File: config.mk
export PLATFORM = sky130hd
export DESIGN_NAME = bg_pixel_fetch
export DESIGN_NICKNAME = d
export VERILOG_FILES = /design/src/rtl/bg_pixel_fetch.sv
export SDC_FILE = /design/constraint.sdc
export NUM_CORES = 1
export LEC_CHECK = 0
export ABC_AREA = 1
export BUFFER_PORTS_ARGS = -buffer_cell sky130_fd_sc_hd__clkbuf_2
export CELL_PAD_IN_SITES_DETAIL_PLACEMENT = 1
export CELL_PAD_IN_SITES_GLOBAL_PLACEMENT = 1
export CORE_ASPECT_RATIO = 1.5
export CORE_MARGIN = 4
export CORE_UTILIZATION = 35
export DETAILED_ROUTE_END_ITERATION = 8
export PLACE_DENSITY_LB_ADDON = 0.08
export SLEW_MARGIN = 15
export SYNTH_ARGS = -nofsm -noshare
export SYNTH_HDL_FRONTEND = slang
export SYNTH_SLANG_ARGS = --single-unit
File: constraint.sdc
create_clock -name clk_50 -period 4.5 [get_ports clk_50]
set_clock_uncertainty 0.15 [all_clocks]
set_input_delay 0.45 -clock clk_50 [delete_from_list [all_inputs] [get_ports clk_50]]
set_output_delay 0.45 -clock clk_50 [all_outputs]
set_load 0.01 [all_outputs]
File: src/rtl/bg_pixel_fetch.sv
`default_nettype none
// bg_pixel_fetch: prefetches the SDRAM background image into a small FIFO and
// serves one B/A/R/G pixel per active-video strobe; restarts on each vs rise.
module bg_pixel_fetch #(
  parameter int ADDR_W      = 25,
  parameter int DEPTH       = 8,
  parameter int FRAME_WORDS = 307200
) (
  input  logic              clk_50,
  input  logic              RESET_L,
  input  logic              enable,
  input  logic              ce_pix,
  input  logic              hblank,
  input  logic              vblank,
  input  logic              vs,
  output logic              mem_req,
  output logic [ADDR_W-1:0] mem_addr,
  input  logic              mem_ack,
  input  logic [15:0]       mem_data,
  output logic [3:0]        bg_r,
  output logic [3:0]        bg_g,
  output logic [3:0]        bg_b,
  output logic [3:0]        bg_a,
  output logic              bg_valid,
  output logic [7:0]        underrun_cnt
);

  localparam int PTR_W = $clog2(DEPTH);
  localparam int CNT_W = PTR_W + 1;
  localparam int WC_W  = $clog2(FRAME_WORDS + 1);
  localparam logic [CNT_W-1:0] DEPTH_C = CNT_W'(DEPTH);
  localparam logic [WC_W-1:0]  FRAME_C = WC_W'(FRAME_WORDS);

  typedef enum logic [1:0] {
    IDLE  = 2'd0,
    FLUSH = 2'd1,
    RUN   = 2'd2
  } state_t;

  state_t             state_q, state_d;
  logic               vs_q;
  logic               out_q, out_d;
  logic               req_q, req_d;
  logic [ADDR_W-1:0]  addr_q, addr_d;
  logic [WC_W-1:0]    wcnt_q, wcnt_d;
  logic [PTR_W-1:0]   wr_q, wr_d, rd_q, rd_d;
  logic [CNT_W-1:0]   cnt_q, cnt_d;
  logic [15:0]        pix_q, pix_d;
  logic               valid_q, valid_d;
  logic [7:0]         urun_q, urun_d;
  logic [15:0]        fifo_q [DEPTH];

  logic vs_rise, ack_ok, pop, push, pop_hit;

  assign vs_rise = vs & ~vs_q;
  assign ack_ok  = mem_ack & out_q;
  assign pop     = ce_pix & ~hblank & ~vblank & (state_q == RUN);

  always_comb begin
    state_d = state_q;
    out_d   = out_q;
    req_d   = 1'b0;
    addr_d  = addr_q;
    wcnt_d  = wcnt_q;
    wr_d    = wr_q;
    rd_d    = rd_q;
    cnt_d   = cnt_q;
    pix_d   = pix_q;
    valid_d = valid_q;
    urun_d  = urun_q;
    push    = 1'b0;
    pop_hit = 1'b0;

    if (!enable) begin
      state_d = IDLE;
      out_d   = 1'b0;
      addr_d  = '0;
      wcnt_d  = '0;
      wr_d    = '0;
      rd_d    = '0;
      cnt_d   = '0;
      pix_d   = '0;
      valid_d = 1'b0;
    end else begin
      case (state_q)
        IDLE: begin
          state_d = RUN;
          addr_d  = '0;
          wcnt_d  = '0;
          wr_d    = '0;
          rd_d    = '0;
          cnt_d   = '0;
        end
        FLUSH: begin
          if (ack_ok) begin
            out_d   = 1'b0;
            state_d = RUN;
          end
        end
        RUN: begin
          // The pop reads the head before any vs clear takes effect.
          if (pop) begin
            if (cnt_q != '0) begin
              pop_hit = 1'b1;
              pix_d   = fifo_q[rd_q];
              valid_d = 1'b1;
              rd_d    = rd_q + PTR_W'(1);
            end else begin
              pix_d   = '0;
              valid_d = 1'b0;
              if (urun_q != 8'hFF) urun_d = urun_q + 8'd1;
            end
          end
          if (vs_rise) begin
            wr_d   = '0;
            rd_d   = '0;
            cnt_d  = '0;
            wcnt_d = '0;
            if (out_q && !mem_ack) state_d = FLUSH;
            else                   out_d   = 1'b0;
          end else begin
            push  = ack_ok;
            if (push) wr_d = wr_q + PTR_W'(1);
            out_d = out_q & ~mem_ack;
            cnt_d = cnt_q + CNT_W'(push) - CNT_W'(pop_hit);
            // Reserve a slot for the word in flight so the FIFO cannot overflow.
            if (!out_d && (cnt_d < DEPTH_C) && (wcnt_q < FRAME_C)) begin
              req_d  = 1'b1;
              out_d  = 1'b1;
              addr_d = ADDR_W'({wcnt_q, 1'b0});
              wcnt_d = wcnt_q + WC_W'(1);
            end
          end
        end
        default: state_d = IDLE;
      endcase
    end
  end

  always_ff @(posedge clk_50 or negedge RESET_L) begin
    if (!RESET_L) begin
      state_q <= IDLE;
      vs_q    <= 1'b0;
      out_q   <= 1'b0;
      req_q   <= 1'b0;
      addr_q  <= '0;
      wcnt_q  <= '0;
      wr_q    <= '0;
      rd_q    <= '0;
      cnt_q   <= '0;
      pix_q   <= '0;
      valid_q <= 1'b0;
      urun_q  <= '0;
    end else begin
      state_q <= state_d;
      vs_q    <= vs;
      out_q   <= out_d;
      req_q   <= req_d;
      addr_q  <= addr_d;
      wcnt_q  <= wcnt_d;
      wr_q    <= wr_d;
      rd_q    <= rd_d;
      cnt_q   <= cnt_d;
      pix_q   <= pix_d;
      valid_q <= valid_d;
      urun_q  <= urun_d;
    end
  end

  always_ff @(posedge clk_50) begin
    if (push) fifo_q[wr_q] <= mem_data;
  end

  assign mem_req      = req_q;
  assign mem_addr     = addr_q;
  assign bg_b         = pix_q[15:12];
  assign bg_a         = pix_q[11:8];
  assign bg_r         = pix_q[7:4];
  assign bg_g         = pix_q[3:0];
  assign bg_valid     = valid_q;
  assign underrun_cnt = urun_q;

endmodule
`default_nettype wire

**Word level (Yosys, flattened, before mapping)**

Memories as Yosys holds them, arrays and structs flattened.
Cells that the tools add are included.

- Add/sub/neg operators: 6
- $mul: 0
- Divide/modulo/power cells: 0
- Order comparisons: 2
- Equality and inequality tests: 17
- Shift-type cells: 0
- Multiplexer cells: 51
- Bitwise gates (word level): 11
- Reductions and logical operators: 15

Operator list:

| cell | number |
|---|---|
| $mux W25 | 3 |
| $mux W16 | 4 |
| $mux W19 | 3 |
| $pmux W25 S2 | 1 |
| $pmux W19 S2 | 1 |
| $mux W1 | 21 |
| $mux W3 | 7 |
| $add A19 B1 Y19 const B | 1 |
| $lt A19 B19 Y1 const B | 1 |
| $ne A4 B4 Y1 const B | 3 |
| $pmux W3 S2 | 2 |
| $reduce_and A3 Y1 | 4 |
| $ne A3 B3 Y1 const B | 3 |
| $add A8 B1 Y8 const B | 1 |
| $mux W2 | 4 |
| $mux W4 | 2 |
| $ne A4 B3 Y1 const B | 2 |
| $ne A8 B8 Y1 const B | 1 |
| $pmux W4 S2 | 1 |
| $add A3 B1 Y3 const B | 2 |
| $and A1 B1 Y1 | 6 |
| $ne A3 B1 Y1 const B | 2 |
| $ne A3 B2 Y1 const B | 2 |
| $pmux W2 S3 | 1 |
| 14 further kinds | 24 |

- Flip-flop bits (word level): 84
- Bits in latches: 0
- Memory bits (writable): 128
- ROM bits: 0
- Bits of input ports: 24
- Output and inout bits: 51
- Logic and storage cells: 115
- Memories: 1

Memories:

| memory | words | width | read ports | clocked after memory_dff | write ports | RTL line | RTL |
|---|---|---|---|---|---|---|---|
| fifo_q | 8 | 16 | 1 | 0 | 1 | 51 | `logic [15:0] fifo_q [DEPTH];` |

**Longest topological paths before layout**

Gate-level depths: netlist of run 1.

- Depth after elaboration: 15
- Mapped depth: 21
- Gate-level depth less buffers: 19

**Worst setup path after synthesis of run 1**

OpenSTA, ideal clock, no wires.

- Path type: input to register
- Start: input port enable
- End: memory fifo_q[6][0] (enable)
- Library setup time: 0.409 ns
- Arrival time: 2.307 ns
- Required time: 3.941 ns
- Path slack: 1.634 ns
- Stages on the path: 7
- Buffers on the path: 1
- Cell sequence: buf_2 -> inv_2 -> nor2_8 -> nand2_4 -> nor2_2 -> nand2_1 -> nor3_1

- Cells in the longest elaborated chain, start to end: 3

RTL lines:

| item | RTL line | RTL |
|---|---|---|
| from (decl) | 11 | `input logic enable,` |
| $mux W1 | 74 | `if (!enable) begin` |
| $mux W1 | 171 | `if (push) fifo_q[wr_q] <= mem_data;` |
| $mux W1 (implied by the code) | 171 |  |
| to (decl) | 51 |  |

No other way between the ends.

**Worst setup path in the final report of run 1**

- Start: register cnt_q[2]
- End: register addr_q[15], in the netlist mem_addr[15]

- Cells in the longest elaborated chain, start to end: 11
- Elaborated cells on any way between the ends: 12
- Those cells by class: add/sub: 2; order compare: 1; eq/ne: 1; mux: 4; reduce/logical: 4

RTL lines:

| item | RTL line | RTL |
|---|---|---|
| from (decl) | 47 | `logic [CNT_W-1:0] cnt_q, cnt_d;` |
| from (signal assigned) | 163 | `cnt_q <= cnt_d;` |
| $reduce_bool A4 Y1 | 103 | `if (cnt_q != '0) begin` |
| $mux W1 | 103 |  |
| $mux W1 | 102 | `if (pop) begin` |
| $mux W1 | 85 | `case (state_q)` |
| $mux W1 | 74 |  |
| $sub A4 B1 Y4 * | 125 | `cnt_d = cnt_q + CNT_W'(push) - CNT_W'(pop_hit);` |
| $lt A4 B4 Y1 * | 127 | `if (!out_d && (cnt_d < DEPTH_C) && (wcnt_q < FRAME_C)) begin` |
| $logic_and A1 B1 Y1 * (2 in series) | 127 |  |
| $ne A3 B2 Y1 (no line) * | - |  |
| $reduce_and A3 Y1 (no line) * | - |  |
| to (signal assigned) | 159 | `addr_q <= addr_d;` |
| to (decl) | 44 | `logic [ADDR_W-1:0] addr_q, addr_d;` |

Every way passes the cells marked *; elsewhere a longest branch is shown, timed or not. The select of a mux whose other input is x is not followed.
A chain may end at the register's enable or synchronous reset.

==> flow_summary_export.csv, run 1 <==
group,metric,value,unit
pwr,p_comb_share,5.2,%
cells_and_area,mostFrequentLayoutCell,"nand2_1",
worst_hold_path,hp-class,"primary input to flop",
setup_path,crit_family,"simple AND/OR/NAND/NOR gates",
sta,timing.hold.ws,70.0,ps
drt,ant_nets,0,
outcome,status,"finished clean",
cells_and_area,area_growth,15.6,%
cells_and_area,drive_gt1_share,14.9,%
setup_path,cp.depth,17,
logic_synthesis,ys_warn_count,0,
logic_synthesis,yosys.area_share.simple,17.9,%
place,hpwl,15.3,mm
logic_synthesis,synthCells,825,
floorplanning,initial_core_util,35.6,%
global_routing,grtUsageTotal,16.8,%
pwr,ir_worst_vdd,0.320,mV
global_routing,grt_max_degree,47,
cells_and_area,layout.nets,932,
drt,drc_errors,0,
logic_synthesis,synth-main-ff-cell,"edfxtp_1",
sta,slew_violations,0,
setup_path,cp_cell_sequence,"inv_1 -> ha_1 -> nand2_1 -> nor2_1 -> nor2_1 -> ha_1 -> inv_1 -> ha_1 -> nand2_1 -> nand2_1 -> o21ai_0 -> nand2_1 -> nand2_1 -> nand2_1 -> nor2_2 -> nand2_1 -> nand2_1",
logic_synthesis,async_reset_ff_share,37.9,%
floorplanning,core_area,25200,sq um
drt,dr.pass1.iters,4,
setup_path,critPathMaxStageDelay,660,ps
logic_synthesis,syn_avg_cell_area,10.9,sq um
logic_synthesis,ys_seq_elements,206,
drt,drtIter0Drc,266,
place,place_congestion,0.753,
pwr,p_int,3.16,mW
sta,setup_viol,0,
sta,maxSlewHeadroom,25.7,%
cells_and_area,final_cell_mix,"nand2_1 (164), edfxtp_1 (128), nor2_1 (102)",
logic_synthesis,synthMuxAreaShare,2.79,%
setup_path,critPathArrivalTime,3510,ps
global_routing,grt_pass1_vias,6917,
pwr,seq_power_share,50.6,%
pwr,p_sw_share,22.4,%
global_routing,grt-ovfl-total,0,
setup_path,ff2ff_setup_slack,1280,ps
setup_path,rr_endpoint,"mem_addr[15]$_DFFE_PN0P_",
logic_synthesis,syn_area,8980,sq um
clock_tree,clock_path_buffers,3,
logic_synthesis,synth_xor_area_share,1.07,%
clock_tree,cts_resized,0,
setup_path,worstPathMaxFanout,22,
clock_tree,tritoncts,"yes",
floorplanning,num_io_pins,75,
logic_synthesis,ys_seq_area_share,64.5,%
setup_path,endpoint_kind,"flop",
floorplanning,fp.dieH,204,um
setup_path,critPathLaunch,"cnt_q[2]$_DFFE_PN0P_",
clock_tree,numCtsBuffers,22,
setup_path,setup.worst_path.start_class,"flop",
pwr,power,4.07,mW
sta,hold_violations,0,
setup_path,cpMostUsedCell,"nand2_1",
sta,finalCriticalPeriod,3220,ps
setup_path,timing.rr.start,"cnt_q[2]$_DFFE_PN0P_",
setup_path,critPathKind,"flop to flop",
setup_path,r2r_cells,17,
logic_synthesis,synth_adder_area_share,1.48,%
run,maxCapViolCount,0,
clock_tree,root_buffer,"clkbuf_16",
pwr,leakage,4.12,nW
clock_tree,htreeDepth,1,
logic_synthesis,synth-edff-count,128,
sta,worst_slew_pin_slew,1120,ps
global_routing,grt_pass1_wl,37.9,mm
setup_path,path_buf_inv,2,
cells_and_area,n_antenna_cell,0,
setup_path,slowest_stage,"nor2_2",
drt,viasPerCell,5.13,
pwr,p_switching,0.910,mW
sta,finalCritPeriodShare,71.6,%
floorplanning,fp-row-count,71,
drt,vias,6370,
floorplanning,die_w,139,um
global_routing,antenna_found_initial,0,
clock_tree,clock_sinks,206,
sta,rsz0062_at_grt,"no",
sta,clock.fmax,0.310,GHz
cells_and_area,nFillCells,2815,
clock_tree,path_clk_slew,60,ps
floorplanning,die_area,28300,sq um
setup_path,cp.required,4790,ps
logic_synthesis,ys_types,41,
setup_path,endpoint,"mem_addr[15]$_DFFE_PN0P_",
clock_tree,clk_latency,510,ps
pwr,cellPowerDensity,392,nW/um^2
place,numPortBuffers,68,
drt,routed_wl,24.0,mm
pwr,p_clk_share,44.2,%
sta,tns,0,ps
drt,wl_per_cell,19.3,um
logic_synthesis,synth_top_family_by_area,"simple AND/OR/NAND/NOR gates",
cells_and_area,utilization,41.1,%
logic_synthesis,synth-compound-area-share,7.73,%
final cells by class:
type | instances | area [sq um] | share of cell area, %
clock buffers | 32 | 619 | 5.97
clock inverters | 8 | 90.1 | 0.868
inverters | 49 | 184 | 1.77
multi-input cells | 535 | 2810 | 27.1
flip-flops and latches | 206 | 5800 | 55.8
well taps | 328 | 410 | 3.95
repair buffers | 84 | 468 | 4.51
flip-flops by register name, summed over array words and instances (netlist names):
register and flops:
bg_valid 1, cnt_q 4, fifo_q 128, mem_addr 19, mem_req 1, out_q 1
pix_q 16, rd_q 3, state_q 2, underrun_cnt 8, vs_q 1, wcnt_q 19
wr_q 3
how the worst min path moves through the flow:
stage | from | to | slack [ps] | cells after the start
finish | mem_data[11] | fifo_q[2][11]$_DFFE_PP_ | 70 | 1
global route | mem_data[8] | fifo_q[2][8]$_DFFE_PP_ | 70 | 1
CTS | mem_data[6] | fifo_q[6][6]$_DFFE_PP_ | 60 | 1
detailed placement | mem_addr[12]$_DFFE_PN0P_ | mem_addr[12]$_DFFE_PN0P_ | 310 | 2
global placement | mem_addr[9]$_DFFE_PN0P_ | mem_addr[9]$_DFFE_PN0P_ | 310 | 2
floorplan | RESET_L | bg_valid$_DFFE_PN0P_ | 4 | 0
per-stage QoR:
stage,setup WS [ps],instances,area (sq um)
2_1_floorplan,1630,830,9000
3_3_place_gp,1240,1200,9650
3_5_place_dp,1060,1200,9650
4_1_cts,1200,1242,10400
5_1_grt,919,1242,10400
6_report,1280,1242,10400
per-layer routing:
metal  routed length, um  track usage (%)
met1                9370             18.9
met2               12800             31.8
met3                 969             2.46
met4                 805             6.29
met5                   0                0
cell usage after synthesis, drive strengths merged, types with 9 or more instances:
| master | count | area, sq um |
|---|---|---|
| nand3 | 73 | 375 |
| mux2i | 25 | 250 |
| dfrtp | 78 | 1950 |
| edfxtp | 128 | 3840 |
| nor2 | 109 | 445 |
| o22ai | 9 | 56.3 |
| nand2 | 167 | 649 |
| inv | 48 | 180 |
| nand4 | 9 | 71.3 |
| nor3 | 9 | 45.0 |
| clkbuf | 17 | 63.8 |
| o21ai | 69 | 349 |
| buf | 23 | 153 |
| ha | 9 | 113 |
| o221ai | 19 | 166 |
timing repair:
item | CTS | global route
hold buffers | 2 | 0
setup buffers | 0 | 0
hold endpoints to repair | 46 | 0
setup endpoints to repair | 0 | 0
power groups by stage:
stage | Sequential, mW | Clock (mW) | Combinational [mW]
after detailed placement | 2.10 | 0 | 0.218
after CTS | 2.06 | 1.86 | 0.220
after floorplan | 2.10 | 0 | 0.122
final | 2.06 | 1.80 | 0.212
after global routing | 2.06 | 1.93 | 0.242
after global placement | 2.10 | 0 | 0.208
kinds of logic (layout without fill, tap and decap cells):
logic type               Yosys count  after routing
adder cells (fa/ha/maj)           10             10
buffers and inverters             89            173
AO/OA/AOI/OAI                    113            113
flip-flops                       206            206
AND/OR/NAND/NOR                  370            370
multiplexers                      25             25
XOR/XNOR                          11             11
other                              1              6
worst reg2reg max path: stages, from the launching register on:
cell and delay (ps):
dfrtp_1 360, inv_1 100, ha_1 170, nand2_1 60, nor2_1 240, nor2_1 100
ha_1 210, inv_1 110, ha_1 240, nand2_1 60, nand2_1 70, o21ai_0 80
nand2_1 70, nand2_1 110, nand2_1 110, nor2_2 660, nand2_1 150, nand2_1 100
Note: power is estimated with default switching activity, not from simulation.
==> inputs of run 2 (changes only) <==
Settings changed: ABC_AREA 1 to 0.
Clock period 4.5 ns to 3.2 ns, I/O delays scaled along.
==> flow_summary_export.csv, run 2 <==
group,metric,value,unit
sta,clock.fmax,0.323,GHz
logic_synthesis,syn_avg_cell_area,15.7,sq um
pwr,leakage,3.98,nW
global_routing,grt-ovfl-total,0,
clock_tree,htreeDepth,1,
run,maxCapViolCount,0,
worst_hold_path,hp-class,"primary input to flop",
clock_tree,path_clk_slew,70,ps
cells_and_area,nFillCells,2392,
setup_path,critPathArrivalTime,3390,ps
clock_tree,clock_path_buffers,3,
logic_synthesis,synth-main-ff-cell,"edfxtp_1",
place,place_ws,-41.1,ps
setup_path,critPathKind,"flop to flop",
cells_and_area,final_cell_mix,"edfxtp_1 (128), dfrtp_1 (77), clkbuf_2 (67)",
cells_and_area,largest_register_ffs,128,
setup_path,worstPathMaxFanout,5,
global_routing,grt_pass1_wl,32.5,mm
sta,finalCritPeriodShare,96.8,%
floorplanning,fp.dieH,198,um
clock_tree,root_buffer,"clkbuf_16",
setup_path,setup.worst_path.start_class,"flop",
pwr,cellPowerDensity,546,nW/um^2
logic_synthesis,synth-edff-count,128,
global_routing,grtUsageTotal,15.7,%
global_routing,grt_pass1_vias,5734,
cells_and_area,area_growth,24.2,%
logic_synthesis,async_reset_ff_share,37.9,%
cells_and_area,fin_area,10500,sq um
drt,drc_errors,0,
floorplanning,fp-row-count,69,
setup_path,cp.required,3490,ps
logic_synthesis,syn_area,8430,sq um
logic_synthesis,ys_seq_elements,206,
drt,viasPerCell,5.11,
sta,layout_setup_ws,101,ps
sta,worst_slew_pin_slew,840,ps
cells_and_area,mostFrequentLayoutCell,"edfxtp_1",
drt,dr.pass1.iters,4,
cells_and_area,layout.nets,701,
logic_synthesis,ys_warn_count,0,
logic_synthesis,ys_seq_area_share,68.8,%
place,place_congestion,0.778,
logic_synthesis,yosysTopAreaCell,"edfxtp_1",
logic_synthesis,synth_top_cell_area_share,45.6,%
pwr,power,5.72,mW
clock_tree,clk_latency,510,ps
logic_synthesis,ys_types,50,
outcome,status,"finished clean",
floorplanning,num_io_pins,75,
cells_and_area,stdcell_count,1002,
clock_tree,clock_sinks,206,
clock_tree,numCtsBuffers,22,
place,numPortBuffers,68,
floorplanning,initial_core_util,35.5,%
setup_path,endpoint_kind,"flop",
pwr,ir_worst_vdd,0.424,mV
global_routing,grt_max_degree,59,
drt,wl_per_cell,21.0,um
place,placed_area,9420,sq um
cells_and_area,drive_gt1_share,30.9,%
clock_tree,tritoncts,"yes",
floorplanning,die_w,135,um
sta,hold_violations,0,
sta,finalCriticalPeriod,3100,ps
drt,vias,5120,
drt,ant_nets,0,
sta,setup_viol,0,
sta,slew_violations,0,
place,hpwl,13.6,mm
logic_synthesis,synth_common_cells,"edfxtp_1 (128), dfrtp_1 (78), nand2_1 (45)",
logic_synthesis,synthCells,537,
drt,drtIter0Drc,188,
global_routing,antenna_found_initial,0,
drt,routed_wl,21.0,mm
cells_and_area,regMostFlops,"fifo_q",
place,dpl.cell_count,940,
cells_and_area,n_antenna_cell,0,
sta,maxSlewHeadroom,44.0,%
sta,tns,0,ps
logic_synthesis,synth_area_leaders,"edfxtp_1 (46%), dfrtp_1 (23%), mux4_2 (8.6%)",
floorplanning,core_area,23700,sq um
floorplanning,die_area,26700,sq um
logic_synthesis,yosysMostFrequentCell,"edfxtp_1",
-- run 2: metrics by stage --
step / hold WS, ps / util [%]
global placement: 303 / 39.7
detailed placement: 301 / 39.7
global route: 19.9 / 44.1
CTS: 4.74 / 43.6
finish: 30.2 / 44.1
floorplan: -126 / -
-- run 2: logic make-up (layout without fill, tap and decap cells) --
family / after synthesis / in the layout / synth area share, %
compound gates: 82 / 82 / 6.73
xor+xnor: 12 / 12 / 1.25
fa+ha+maj: 10 / 10 / 1.57
buf+inv: 35 / 175 / 1.97
flops: 206 / 206 / 68.8
mux: 53 / 53 / 11.1
other cells: 1 / 6 / 0.0445
simple gates: 138 / 139 / 8.55
-- run 2: layer usage --
metal / GRT usage [%] / vias to the layer above / wire length [um]
met5: 0 / - / 0
met4: 3.96 / 0 / 512
met3: 2.24 / 39 / 631
met2: 31.2 / 76 / 12000
met1: 17.4 / 2682 / 7850
li1: - / 2323 / -
-- run 2: layout make-up --
type                    count  area (sq um)  share of cell area [%]
multi-input cells         302          2610                    25.0
clock buffers              24           568                    5.43
flip-flops and latches    206          5800                    55.4
well taps                 319           399                    3.81
clock inverters            16           174                    1.66
repair buffers            127           881                    8.42
inverters                   8          32.5                   0.311
-- run 2: final timing paths --
path	slack, ps	from	cells after the start	end
setup / recovery	100	cnt_q[3]$_DFFE_PN0P_	14	wcnt_q[11]$_DFFE_PN0P_
hold / removal	30	enable	2	state_q[0]$_DFFE_PN0P_
setup reg to reg	100	cnt_q[3]$_DFFE_PN0P_	14	wcnt_q[11]$_DFFE_PN0P_
hold reg to reg	330	pix_q[0]$_DFFE_PN0P_	2	pix_q[0]$_DFFE_PN0P_
max in group asynchronous	1860	RESET_L	3	mem_addr[15]$_DFFE_PN0P_
min in group asynchronous	310	RESET_L	2	underrun_cnt[6]$_DFFE_PN0P_
-- run 2: where the power goes --
| part | switching [mW] | leakage (nW) | internal (mW) |
|---|---|---|---|
| logic | 0.141 | 1.39 | 0.0952 |
| registers | 0.0267 | 2.23 | 2.85 |
| clock network | 1.07 | 0.358 | 1.53 |
-- run 2: timing repair --
item | 4_1_cts | 5_1_grt
hold buffers | 18 | 0
pin swaps | 0 | 14
buffers inserted | 0 | 3
resized for setup | 0 | 21
setup endpoints to repair | 4 | 27
hold endpoints to repair | 185 | 0
gates cloned | 0 | 1
-- run 2: worst max-delay path, stage by stage, from the launching register on --
cell and delay, ps:
dfrtp_1 340, inv_2 50, ha_4 150, nor3b_4 140, nor2b_2 130, and2_4 160
ha_4 130, inv_4 40, ha_4 250, nand3_2 70, and3b_2 240, or4_4 580
buf_12 160, or3_4 320, a21oi_2 130
